==> config.mk <==
export PLATFORM = sky130hd
export DESIGN_NAME = mult_job_sequencer
export DESIGN_NICKNAME = d
export VERILOG_FILES = /design/src/rtl/mult_seq_pkg.sv /design/src/rtl/mult_seq_fifo.sv /design/src/rtl/mult_job_sequencer.sv
export SDC_FILE = /design/constraint.sdc
export NUM_CORES = 1
export LEC_CHECK = 0
export BUFFER_PORTS_ARGS = -buffer_cell sky130_fd_sc_hd__clkbuf_2
export CAP_MARGIN = 5
export CORE_MARGIN = 2
export CORE_UTILIZATION = 53
export CTS_BUF_LIST = sky130_fd_sc_hd__clkbuf_2 sky130_fd_sc_hd__clkbuf_4 sky130_fd_sc_hd__clkbuf_8
export DETAILED_ROUTE_END_ITERATION = 8
export PLACE_DENSITY = 0.82
export SLEW_MARGIN = 10
export SYNTH_ARGS = -nofsm -noshare
export SYNTH_HDL_FRONTEND = slang
export SYNTH_SLANG_ARGS = --single-unit
export TNS_END_PERCENT = 10
==> constraint.sdc <==
create_clock -name clk -period 2.3 [get_ports clk]
set_clock_uncertainty 0.2 [all_clocks]
set_input_delay 0.345 -clock clk [delete_from_list [all_inputs] [get_ports clk]]
set_output_delay 0.345 -clock clk [all_outputs]
set_load 0.1 [all_outputs]
==> src/rtl/mult_seq_pkg.sv <==
// Shared types and defaults for the multiplier job sequencer.
// The MULT_JOB_ZERO_BYPASS_EN build option is consumed by mult_job_sequencer.
package mult_seq_pkg;

    localparam int DEF_WIDTH = 16;
    localparam int DEF_DEPTH = 4;

    typedef enum logic [1:0] {
        IDLE  = 2'd0,
        ISSUE = 2'd1,
        ARM   = 2'd2,
        WAIT  = 2'd3
    } seq_state_e;

endpackage

==> src/rtl/mult_seq_fifo.sv <==
// Small synchronous job FIFO; pushes while full and pops while empty are ignored.
// DEPTH must be a power of two so pointers wrap naturally.
module mult_seq_fifo #(
    parameter int DW    = 32,
    parameter int DEPTH = 4,
    localparam int AW   = $clog2(DEPTH),
    localparam int CW   = AW + 1
) (
    input  logic          clk,
    input  logic          rst,
    input  logic          push,
    input  logic          pop,
    input  logic [DW-1:0] wdata,
    output logic [DW-1:0] rdata,
    output logic          full,
    output logic          empty,
    output logic [CW-1:0] count
);

    logic [DW-1:0] mem_r [DEPTH];
    logic [AW-1:0] wr_ptr_r;
    logic [AW-1:0] rd_ptr_r;
    logic [CW-1:0] count_r;
    logic          push_s;
    logic          pop_s;

    assign full   = (count_r == CW'(DEPTH));
    assign empty  = (count_r == CW'(0));
    assign count  = count_r;
    assign rdata  = mem_r[rd_ptr_r];
    assign push_s = push && !full;
    assign pop_s  = pop && !empty;

    // Storage, pointers and occupancy
    always_ff @(posedge clk or negedge rst) begin
        if (!rst) begin
            for (int i = 0; i < DEPTH; i++) begin
                mem_r[i] <= '0;
            end
            wr_ptr_r <= '0;
            rd_ptr_r <= '0;
            count_r  <= '0;
        end else begin
            if (push_s) begin
                mem_r[wr_ptr_r] <= wdata;
                wr_ptr_r        <= wr_ptr_r + AW'(1);
            end
            if (pop_s) begin
                rd_ptr_r <= rd_ptr_r + AW'(1);
            end
            case ({push_s, pop_s})
                2'b10:   count_r <= count_r + CW'(1);
                2'b01:   count_r <= count_r - CW'(1);
                default: count_r <= count_r;
            endcase
        end
    end

endmodule

==> src/rtl/mult_job_sequencer.sv <==
// Queues operand pairs and feeds them one at a time to a sequential multiplier.
// Build option MULT_JOB_ZERO_BYPASS_EN: zero-operand jobs complete without the multiplier.
module mult_job_sequencer
    import mult_seq_pkg::*;
#(
    parameter int WIDTH = DEF_WIDTH,
    parameter int DEPTH = DEF_DEPTH,
    localparam int CW   = $clog2(DEPTH) + 1
) (
    input  logic               clk,
    input  logic               rst,
    input  logic               in_valid,
    output logic               in_ready,
    input  logic [WIDTH-1:0]   in_multiplier,
    input  logic [WIDTH-1:0]   in_multiplicand,
    output logic               mul_start,
    output logic [WIDTH-1:0]   mul_multiplier,
    output logic [WIDTH-1:0]   mul_multiplicand,
    input  logic [2*WIDTH-1:0] mul_product,
    input  logic               mul_done,
    output logic               out_valid,
    input  logic               out_ready,
    output logic [2*WIDTH-1:0] out_product,
    output logic               busy,
    output logic [CW-1:0]      count
);

    seq_state_e         state_r;
    seq_state_e         state_nxt_s;
    logic               fifo_full_s;
    logic               fifo_empty_s;
    logic [CW-1:0]      fifo_count_s;
    logic [2*WIDTH-1:0] head_s;
    logic [WIDTH-1:0]   head_a_s;
    logic [WIDTH-1:0]   head_b_s;
    logic               push_s;
    logic               pop_s;
    logic               issue_s;
    logic               capture_s;
    logic               bypass_s;
    logic               slot_free_s;
    logic               zero_job_s;
    logic               mul_start_r;
    logic [WIDTH-1:0]   mul_a_r;
    logic [WIDTH-1:0]   mul_b_r;
    logic               out_valid_r;
    logic [2*WIDTH-1:0] out_product_r;

    assign in_ready    = (fifo_count_s < CW'(DEPTH));
    assign push_s      = in_valid && in_ready;
    assign head_a_s    = head_s[2*WIDTH-1:WIDTH];
    assign head_b_s    = head_s[WIDTH-1:0];
    // The slot may be refilled in the same cycle it is drained.
    assign slot_free_s = !out_valid_r || out_ready;

`ifdef MULT_JOB_ZERO_BYPASS_EN
    assign zero_job_s = (head_a_s == WIDTH'(0)) || (head_b_s == WIDTH'(0));
`else
    assign zero_job_s = 1'b0;
`endif

    mult_seq_fifo #(
        .DW    (2*WIDTH),
        .DEPTH (DEPTH)
    ) u_fifo (
        .clk   (clk),
        .rst   (rst),
        .push  (push_s),
        .pop   (pop_s),
        .wdata ({in_multiplier, in_multiplicand}),
        .rdata (head_s),
        .full  (fifo_full_s),
        .empty (fifo_empty_s),
        .count (fifo_count_s)
    );

    // Next-state and per-cycle control decode
    always_comb begin
        state_nxt_s = state_r;
        pop_s       = 1'b0;
        issue_s     = 1'b0;
        capture_s   = 1'b0;
        bypass_s    = 1'b0;
        case (state_r)
            IDLE: begin
                if (!fifo_empty_s && slot_free_s) begin
                    pop_s = 1'b1;
                    if (zero_job_s) begin
                        bypass_s    = 1'b1;
                        state_nxt_s = IDLE;
                    end else begin
                        issue_s     = 1'b1;
                        state_nxt_s = ISSUE;
                    end
                end else begin
                    state_nxt_s = IDLE;
                end
            end
            ISSUE:   state_nxt_s = ARM;
            // Done may still be asserted from the previous job here.
            ARM:     state_nxt_s = WAIT;
            WAIT: begin
                if (mul_done) begin
                    capture_s   = 1'b1;
                    state_nxt_s = IDLE;
                end else begin
                    state_nxt_s = WAIT;
                end
            end
            default: state_nxt_s = IDLE;
        endcase
    end

    // State, multiplier-side and result registers
    always_ff @(posedge clk or negedge rst) begin
        if (!rst) begin
            state_r       <= IDLE;
            mul_start_r   <= 1'b0;
            mul_a_r       <= '0;
            mul_b_r       <= '0;
            out_valid_r   <= 1'b0;
            out_product_r <= '0;
        end else begin
            state_r     <= state_nxt_s;
            mul_start_r <= issue_s;
            if (issue_s) begin
                mul_a_r <= head_a_s;
                mul_b_r <= head_b_s;
            end
            if (capture_s) begin
                out_product_r <= mul_product;
                out_valid_r   <= 1'b1;
            end else if (bypass_s) begin
                out_product_r <= '0;
                out_valid_r   <= 1'b1;
            end else if (out_valid_r && out_ready) begin
                out_valid_r <= 1'b0;
            end
        end
    end

    assign mul_start        = mul_start_r;
    assign mul_multiplier   = mul_a_r;
    assign mul_multiplicand = mul_b_r;
    assign out_valid        = out_valid_r;
    assign out_product      = out_product_r;
    assign count            = fifo_count_s;
    assign busy             = (state_r != IDLE) || !fifo_empty_s || out_valid_r;

endmodule
# Word level (Yosys, flattened, before mapping)
# Index checks and enable logic that the tools add are counted.
# word_totals
wordCells,63
register_bits,203
ram_bits,0
output_inout_bits,71
romBits,0
input_bits,69
latch_bits,0
n_memories,0
# classes
eq_ne,6
magnitude_cmp,4
bitwise_logic,2
addsub,4
mux,17
shift,0
div,0
n_reduce_logical,17
multipliers,0
# op_table
operator,count
$bwmux W128,1
$mux W32,4
$bmux W32 S2,1
$demux W32 S2,1
$pmux W2 S4,1
$mux W1,7
$eq A2 B2 Y1 const B,3
$ge A3 B3 Y1 const B,2
$logic_and A1 B1 Y1,6
$not A2 Y3,2
$pmux W3 S2,1
$reduce_bool A2 Y1,3
$add A2 B1 Y2 const B,2
$eq A2 B1 Y1 const B,2
$add A3 B1 Y3 const B,1
$eq A3 B3 Y1 const B,1
$logic_not A1 Y1,3
$logic_not A3 Y1,1
$logic_or A1 B1 Y1,3
$lt A3 B1 Y1 const B,1
$lt A3 B3 Y1 const B,1
$sub A3 B1 Y3 const B,1
$logic_not A2 Y1,1
$mux W2,1

# Logic depth before layout (Yosys ltp)
# Gate-level depths: netlist of run 1.
# logic_depth
word_depth,8
mapped_depth,10
mapped_depth_nobuf,9

# Modules after synthesis
# A second synthesis of run 1 with hierarchy kept.
# hier_totals
cells_unflattened,500
hier_area_um2,8620.8
# modules_own_cells
mod,instances,area_per_inst_um2,cells_per_inst,seq_area_each_um2
mult_seq_fifo,1,5963.2,348,3378.2
mult_job_sequencer,1,2657.5,152,1701.6

# Worst setup path before layout of run 1
# Ideal clock, no wire load.
# synth_path
kind,reg-to-reg
start,register u_fifo.count_r[0] (netlist: u_fifo.count[0])
end,register u_fifo.count_r[2] (netlist: u_fifo.count[2])
path_stages_with_launch,11
path_buffers,1
t_required_ns,1.944
t_arrival_ns,2.465
path_slack_ns,-0.521
synth_period_minus_slack_ns,2.821
setup_ns,0.156
path_cell_list,dfrtp_1 or3_1 nand3_4 buf_6 inv_1 ha_1 inv_1 fa_1 xor2_1 nor2_1 xnor2_1
# synth_via
elab_chain_len,8
word_cells_on_any_way,17
cone_classes,add/sub: 2; order compare: 1; eq/ne: 3; mux: 3; reduce/logical: 8
# synth_rtl
element,line_no,source
from (decl),mult_seq_fifo.sv:23,logic [CW-1:0] count_r;
from (signal assigned),mult_seq_fifo.sv:52,2'b10: count_r <= count_r + CW'(1);
from (signal assigned),mult_seq_fifo.sv:53,2'b01: count_r <= count_r - CW'(1);
from (signal assigned),mult_seq_fifo.sv:54,default: count_r <= count_r;
$logic_not A3 Y1 (*),mult_seq_fifo.sv:28,assign empty = (count_r == CW'(0));
$logic_not A1 Y1 (*),"mult_seq_fifo.sv:32, mult_job_sequencer.sv:86",
$logic_and A1 B1 Y1,mult_job_sequencer.sv:86,if (!fifo_empty_s && slot_free_s) begin
$mux W1,mult_job_sequencer.sv:86,
$mux W1,-,
$logic_and A1 B1 Y1 (*),mult_seq_fifo.sv:32,assign pop_s = pop && !empty;
net u_fifo.pop_s,mult_seq_fifo.sv:25,logic pop_s;
$eq A2 B1 Y1 / $eq A2 B2 Y1 (equally long branches),mult_seq_fifo.sv:51,"case ({push_s, pop_s})"
$pmux W3 S2 / $reduce_bool A2 Y1 (equally long branches),-,
# The timed path passes the listed nets; every way through them passes the cells marked *.
# A chain may end at the register's enable or synchronous reset.

# Worst setup path in the final report of run 1
# layout_path
start,register u_fifo.count_r[0] (netlist: u_fifo.count[0])
end,output busy
# layout_via
elab_chain_len,4
# layout_rtl
element,line_no,source
$logic_not A3 Y1,mult_seq_fifo.sv:28,
$logic_not A1 Y1,mult_job_sequencer.sv:148,assign busy = (state_r != IDLE) || !fifo_empty_s || out_valid_r;
$logic_or A1 B1 Y1 (2 in a row),mult_job_sequencer.sv:148,
to (decl),mult_job_sequencer.sv:24,"output logic busy,"
# Every way passes these cells.

==> results.txt, run 1 <==
YS warnings: 0
Gpl congestion: 0.770
Starting density of the core: 53.7%
Synth top area share: 60.3%
Worst slew pin tran: 577 ps
Crit path max fanout: 4
Number of flops mapped to enable cells by yosys: 0
Fin crit period: 2530 ps
First-pass GRT wire length: 28700 um
DRC: 0
Share of cells above drive strength 1: 60.7%
Post-DRT Antenna Nets: 0
Worst rel slew slack: 61.7%
Clock latency at the later pin of the worst-skew pair: 500 ps
Die height: 130 um
Worst path required time: 1750 ps
Pre-CTS setup slack: 174 ps
Root Driver: clkbuf_8
Commonest cells post-synth: dfrtp_1 (203), mux2_2 (192), mux4_2 (31), buf_2 (19)
Top_reg_cell synth: dfrtp_1
TritonCTS clock tree: built
Die Area: 16900 sq um
Horiz. Die Dim: 130 um
Clock-pin slew on the worst setup and hold paths: 60 ps
Fmax achieved: 395 MHz
CP Capture Type: output port
Initial antenna violation count: 0
Max-cap violations: 0
RSZ-0062 raised after global routing: yes
Worst Path Arrival: 1990 ps
Post-DP HPWL: 10900 um
Syn avg cell area: 17.0 sq um
Synth Instances: 496
Failing checks: negative setup slack
1st-iter DRT viols: 245
Largest cells by area after synthesis: dfrtp_1 (60%), mux2_2 (26%), mux4_2 (8.3%), buf_2 (1.1%), buf_6 (0.93%)
Via count: 5104
Synth cell types: 23
Fin. Hold Viols: 0
Class of the most critical setup path: reg -> out
Min-delay worst type: in -> async
Router iterations before antenna repair: 4
IO buf count: 139
Most common cell in the netlist: dfrtp_1
Mapped Area: 8430 sq um
Fillers: 1053
Vias in the first global route: 5612
Final Cycle Share: 110%
Async set or reset register ratio after synthesis: 100%
Post-Syn Nets: 571
Total Wirelength: 17900 um
Cts bufs inserted: 35
Post-synth top area cell: dfrtp_1
Setup ws final: -230 ps
Pins Over Slew Limit: 0
Remaining Overflow, GRT: 0
Post-layout nets: 807
# clock sinks: 203
Largest buffer count on any clock path: 3
Final setup fails: 1
Largest net degree at the start of global routing: 63
Ports: 140
Register bit total from synthesis: 203
Post-DR wirelength/cell: 18.4 um
Startpoint types: flip-flop
Core ar.: 15700 sq um
Status: finished with violations
H-tree level count: 2
Synth-to-layout area growth: 29.3%
Total GRT Usage: 22.0%
ANT cells: 0
Row count: 46
Vias per cell: 5.26
Sequential area share after synthesis: 60.3%
-- area by class of cell --
| type | instances | area, sq um | area share (%) |
|---|---|---|---|
| Tap cell | 216 | 270 | 2.48 |
| Timing Repair Buffer | 226 | 1600 | 14.7 |
| Clock buffer | 56 | 708 | 6.50 |
| Multi-Input combinational cell | 257 | 3170 | 29.1 |
| Clock inverter | 3 | 17.5 | 0.161 |
| Inverter | 9 | 33.8 | 0.310 |
| Sequential cell | 203 | 5090 | 46.7 |
-- layer usage --
layer,routed length (um),global-route usage (%),vias to the layer above
met1,7400,27.2,2678
met3,742,5.25,26
met5,0,0,-
li1,-,-,2289
met4,289,6.58,0
met2,9420,38.7,111
-- flip-flops by register name, summed over array words and instances (netlist names) --
signal and count:
u_fifo.mem_r 128, mul_multiplicand 16, mul_start 1, out_product 32, u_fifo.rd_ptr_r 2, out_valid 1, state_r 2, u_fifo.count 3
mul_multiplier 16, u_fifo.wr_ptr_r 2
-- cell usage in the layout, fill, tap and decap left out, types with 5 or more instances in the layout --
cell type	count
mux2_2	192
nand2_1	5
clkbuf_8	47
xnor2_1	5
clkbuf_2	137
mux4_2	31
dfrtp_1	197
buf_12	6
inv_1	7
dlygate4sd3_1	67
buf_4	15
clkbuf_4	10
-- worst paths after layout --
path | start | to | slack [ps] | cells past startpoint
max | u_fifo.count[0] | busy | -230 | 3
min | rst | u_fifo.mem_r[28] | 190 | 2
max reg2reg | u_fifo.count[0] | mul_multiplier[4] | 120 | 5
min reg2reg | u_fifo.mem_r[54] | u_fifo.mem_r[54] | 300 | 1
max in group asynchronous | rst | mul_multiplicand[13] | 990 | 3
min in group clk | in_valid | u_fifo.wr_ptr_r[0] | 200 | 4
-- kinds of logic after synthesis --
| family | after synthesis | synth area share (%) |
|---|---|---|
| mux | 225 | 34.4 |
| flops | 203 | 60.3 |
| buf+inv | 36 | 2.51 |
| simple gates | 19 | 1.22 |
| xor+xnor | 6 | 0.623 |
| fa+ha+maj | 6 | 0.980 |
| compound gates | 1 | 0.0593 |
-- timing repair --
item	CTS	global route
setup endpoints to repair	1	2
hold endpoints to repair	220	0
hold buffers	67	0
setup buffers	1	0
pin swaps	1	1
resized for setup	0	3
-- per-stage QoR --
stage	area, sq um	hold slack [ps]	TNS [ps]	cells	utilization, %
2_1_floorplan	8460	-151	-285	496	-
3_3_place_gp	9490	160	0	843	60.4
3_5_place_dp	9490	172	0	843	60.4
4_1_cts	10900	165	-267	970	69.3
5_1_grt	10900	200	-283	970	69.4
6_report	10900	189	-230	970	69.4
-- worst max-delay path: stages, from the launching register on --
cell and delay, ps:
dfrtp_4 490, or3_4 380, or4_4 440, buf_12 180
Power of run 1 is left out: the tool's default activity adds up to more than one toggle a clock period on the data nets, which glitch-free logic cannot reach.
==> run 2: changes to the inputs <==
Settings changed: PLACE_DENSITY 0.82 to 0.86.
==> run 2 against run 1 <==
Against the previous run: utilization up 0.61 points; register-to-register slack worse by 100 ps; critical endpoint unchanged; critical path type unchanged; the flow still finishes with violations (negative setup slack); global-route usage up 0.75 points.
==> results.txt, run 2 (same netlist as run 1, synthesis figures left out) <==
Status: finished with violations
Failing checks: negative setup slack
Worst Path Arrival: 2010 ps
Worst rel slew slack: 62.0%
Horiz. Die Dim: 130 um
IO buf count: 139
Final setup fails: 1
ANT cells: 0
R2R Setup Slk: 20 ps
Clock-pin slew on the worst setup and hold paths: 70 ps
Hold path depth: 3
Via count: 5137
Post-DR wirelength/cell: 18.5 um
First-pass GRT wire length: 29500 um
Top reg by flops: u_fifo.mem_r
Number of flip-flops in the largest register: 128
H-tree level count: 2
Row count: 46
TNS Setup: -259 ps
Commonest non-fill, non-tap cell in the layout: dfrtp_1
Min-delay worst type: in -> reg
Gpl congestion: 0.757
Vias per cell: 5.26
DRC: 0
TritonCTS clock tree: built
Worst R2R End: u_fifo.count[1]
Design area: 11000 sq um
Post-DP HPWL: 11500 um
Largest buffer count on any clock path: 3
Setup ws final: -259 ps
Startpoint types: flip-flop
Remaining Overflow, GRT: 0
Pre-CTS setup slack: 97.4 ps
Class of the most critical setup path: reg -> out
Fin crit period: 2560 ps
Worst path required time: 1750 ps
Root Driver: clkbuf_8
Post-Layout Cell Count: 977
Synth-to-layout area growth: 30.4%
Commonest non-fill, non-tap cells in the layout: dfrtp_1 (197), mux2_2 (192), clkbuf_2 (137), dlygate4sd3_1 (66), clkbuf_8 (46)
CP Capture Type: output port
Post-layout nets: 810
Post-DRT Antenna Nets: 0
Total Wirelength: 18100 um
Ports: 140
Core ar.: 15700 sq um
Largest net degree at the start of global routing: 66
Max-cap violations: 0
Crit path max fanout: 2
Fmax achieved: 391 MHz
Placed cell areas: 9570 sq um
Total GRT Usage: 22.7%
1st-iter DRT viols: 188
Cts bufs inserted: 34
Clock latency at the later pin of the worst-skew pair: 510 ps
RSZ-0062 raised after global routing: yes
Hold Crit Start: out_ready
Die Area: 16900 sq um
Worst R2R Path Depth: 8
Initial antenna violation count: 0
Pins Over Slew Limit: 0
Fillers: 1066
Vias in the first global route: 5808
Router iterations before antenna repair: 4
Placed cell count: 846
Die height: 130 um
Starting density of the core: 53.7%
Share of cells above drive strength 1: 61.1%
# clock sinks: 203
Fin. Hold Viols: 0
Final Cycle Share: 111%
Worst slew pin tran: 573 ps
WHS Endpoint: out_valid
Launching point of the worst reg2reg path: u_fifo.count[1]
==> run 2: changes by cell type in the layout (fill, tap and decap cells not counted), sizes merged <==
cell	previous run	this run
buf	21	26
inv	9	10
clkinvlp	1	2
dlygate4sd3	67	66
clkinv	2	3
==> run 2: area by class of cell <==
cell class / count / area [sq um] / share of cell area, %
Sequential cell: 203 / 5090 / 46.3
Multi-Input combinational cell: 257 / 3160 / 28.8
Timing Repair Buffer: 230 / 1690 / 15.4
Clock buffer: 56 / 702 / 6.38
Tap cell: 216 / 270 / 2.46
Clock inverter: 6 / 38.8 / 0.353
Inverter: 9 / 33.8 / 0.307
==> run 2: worst max-delay path, cell delays in order, from the launching register on <==
cell     delay [ps]
dfrtp_4         470
or3_4           410
or4_4           440
buf_12          180
==> run 2: metal layers <==
metal	routed length, um	share of wire (%)	GRT usage (%)	vias to the layer above
met1	7180	40	27.0	2667
li1	-	-	-	2282
met3	764	4.2	5.37	37
met2	9670	54	40.4	151
met4	451	2.5	8.73	0
met5	0	0	0	-
==> run 2: how the worst max path moves through the flow <==
stage                          startpoint         endpoint  slack, ps  cells past startpoint
final                     u_fifo.count[1]             busy       -260                      3
after CTS                 u_fifo.count[1]             busy       -280                      3
after floorplan           u_fifo.count[2]  u_fifo.count[2]       -160                     10
after detailed placement  u_fifo.count[2]  u_fifo.count[1]        100                      7
after global routing      u_fifo.count[1]             busy       -320                      3
after global placement    u_fifo.count[2]  u_fifo.count[2]        210                      9
==> run 2: repair_timing <==
item                                    in CTS  in global routing
endpoints found under the setup margin       1                  3
setup buffers                                3                  0
gates resized for setup                      0                  1
pin swaps                                    1                  2
endpoints found under the hold margin      222                  0
hold buffers                                66                  0
==> run 2: stage by stage <==
step	utilization [%]	hold slack, ps
2_1_floorplan	-	-151
3_3_place_gp	60.9	175
3_5_place_dp	60.9	180
4_1_cts	70.0	0.490
5_1_grt	70.0	14.8
6_report	70.0	29.1
Power of run 2 is left out for the same reason.
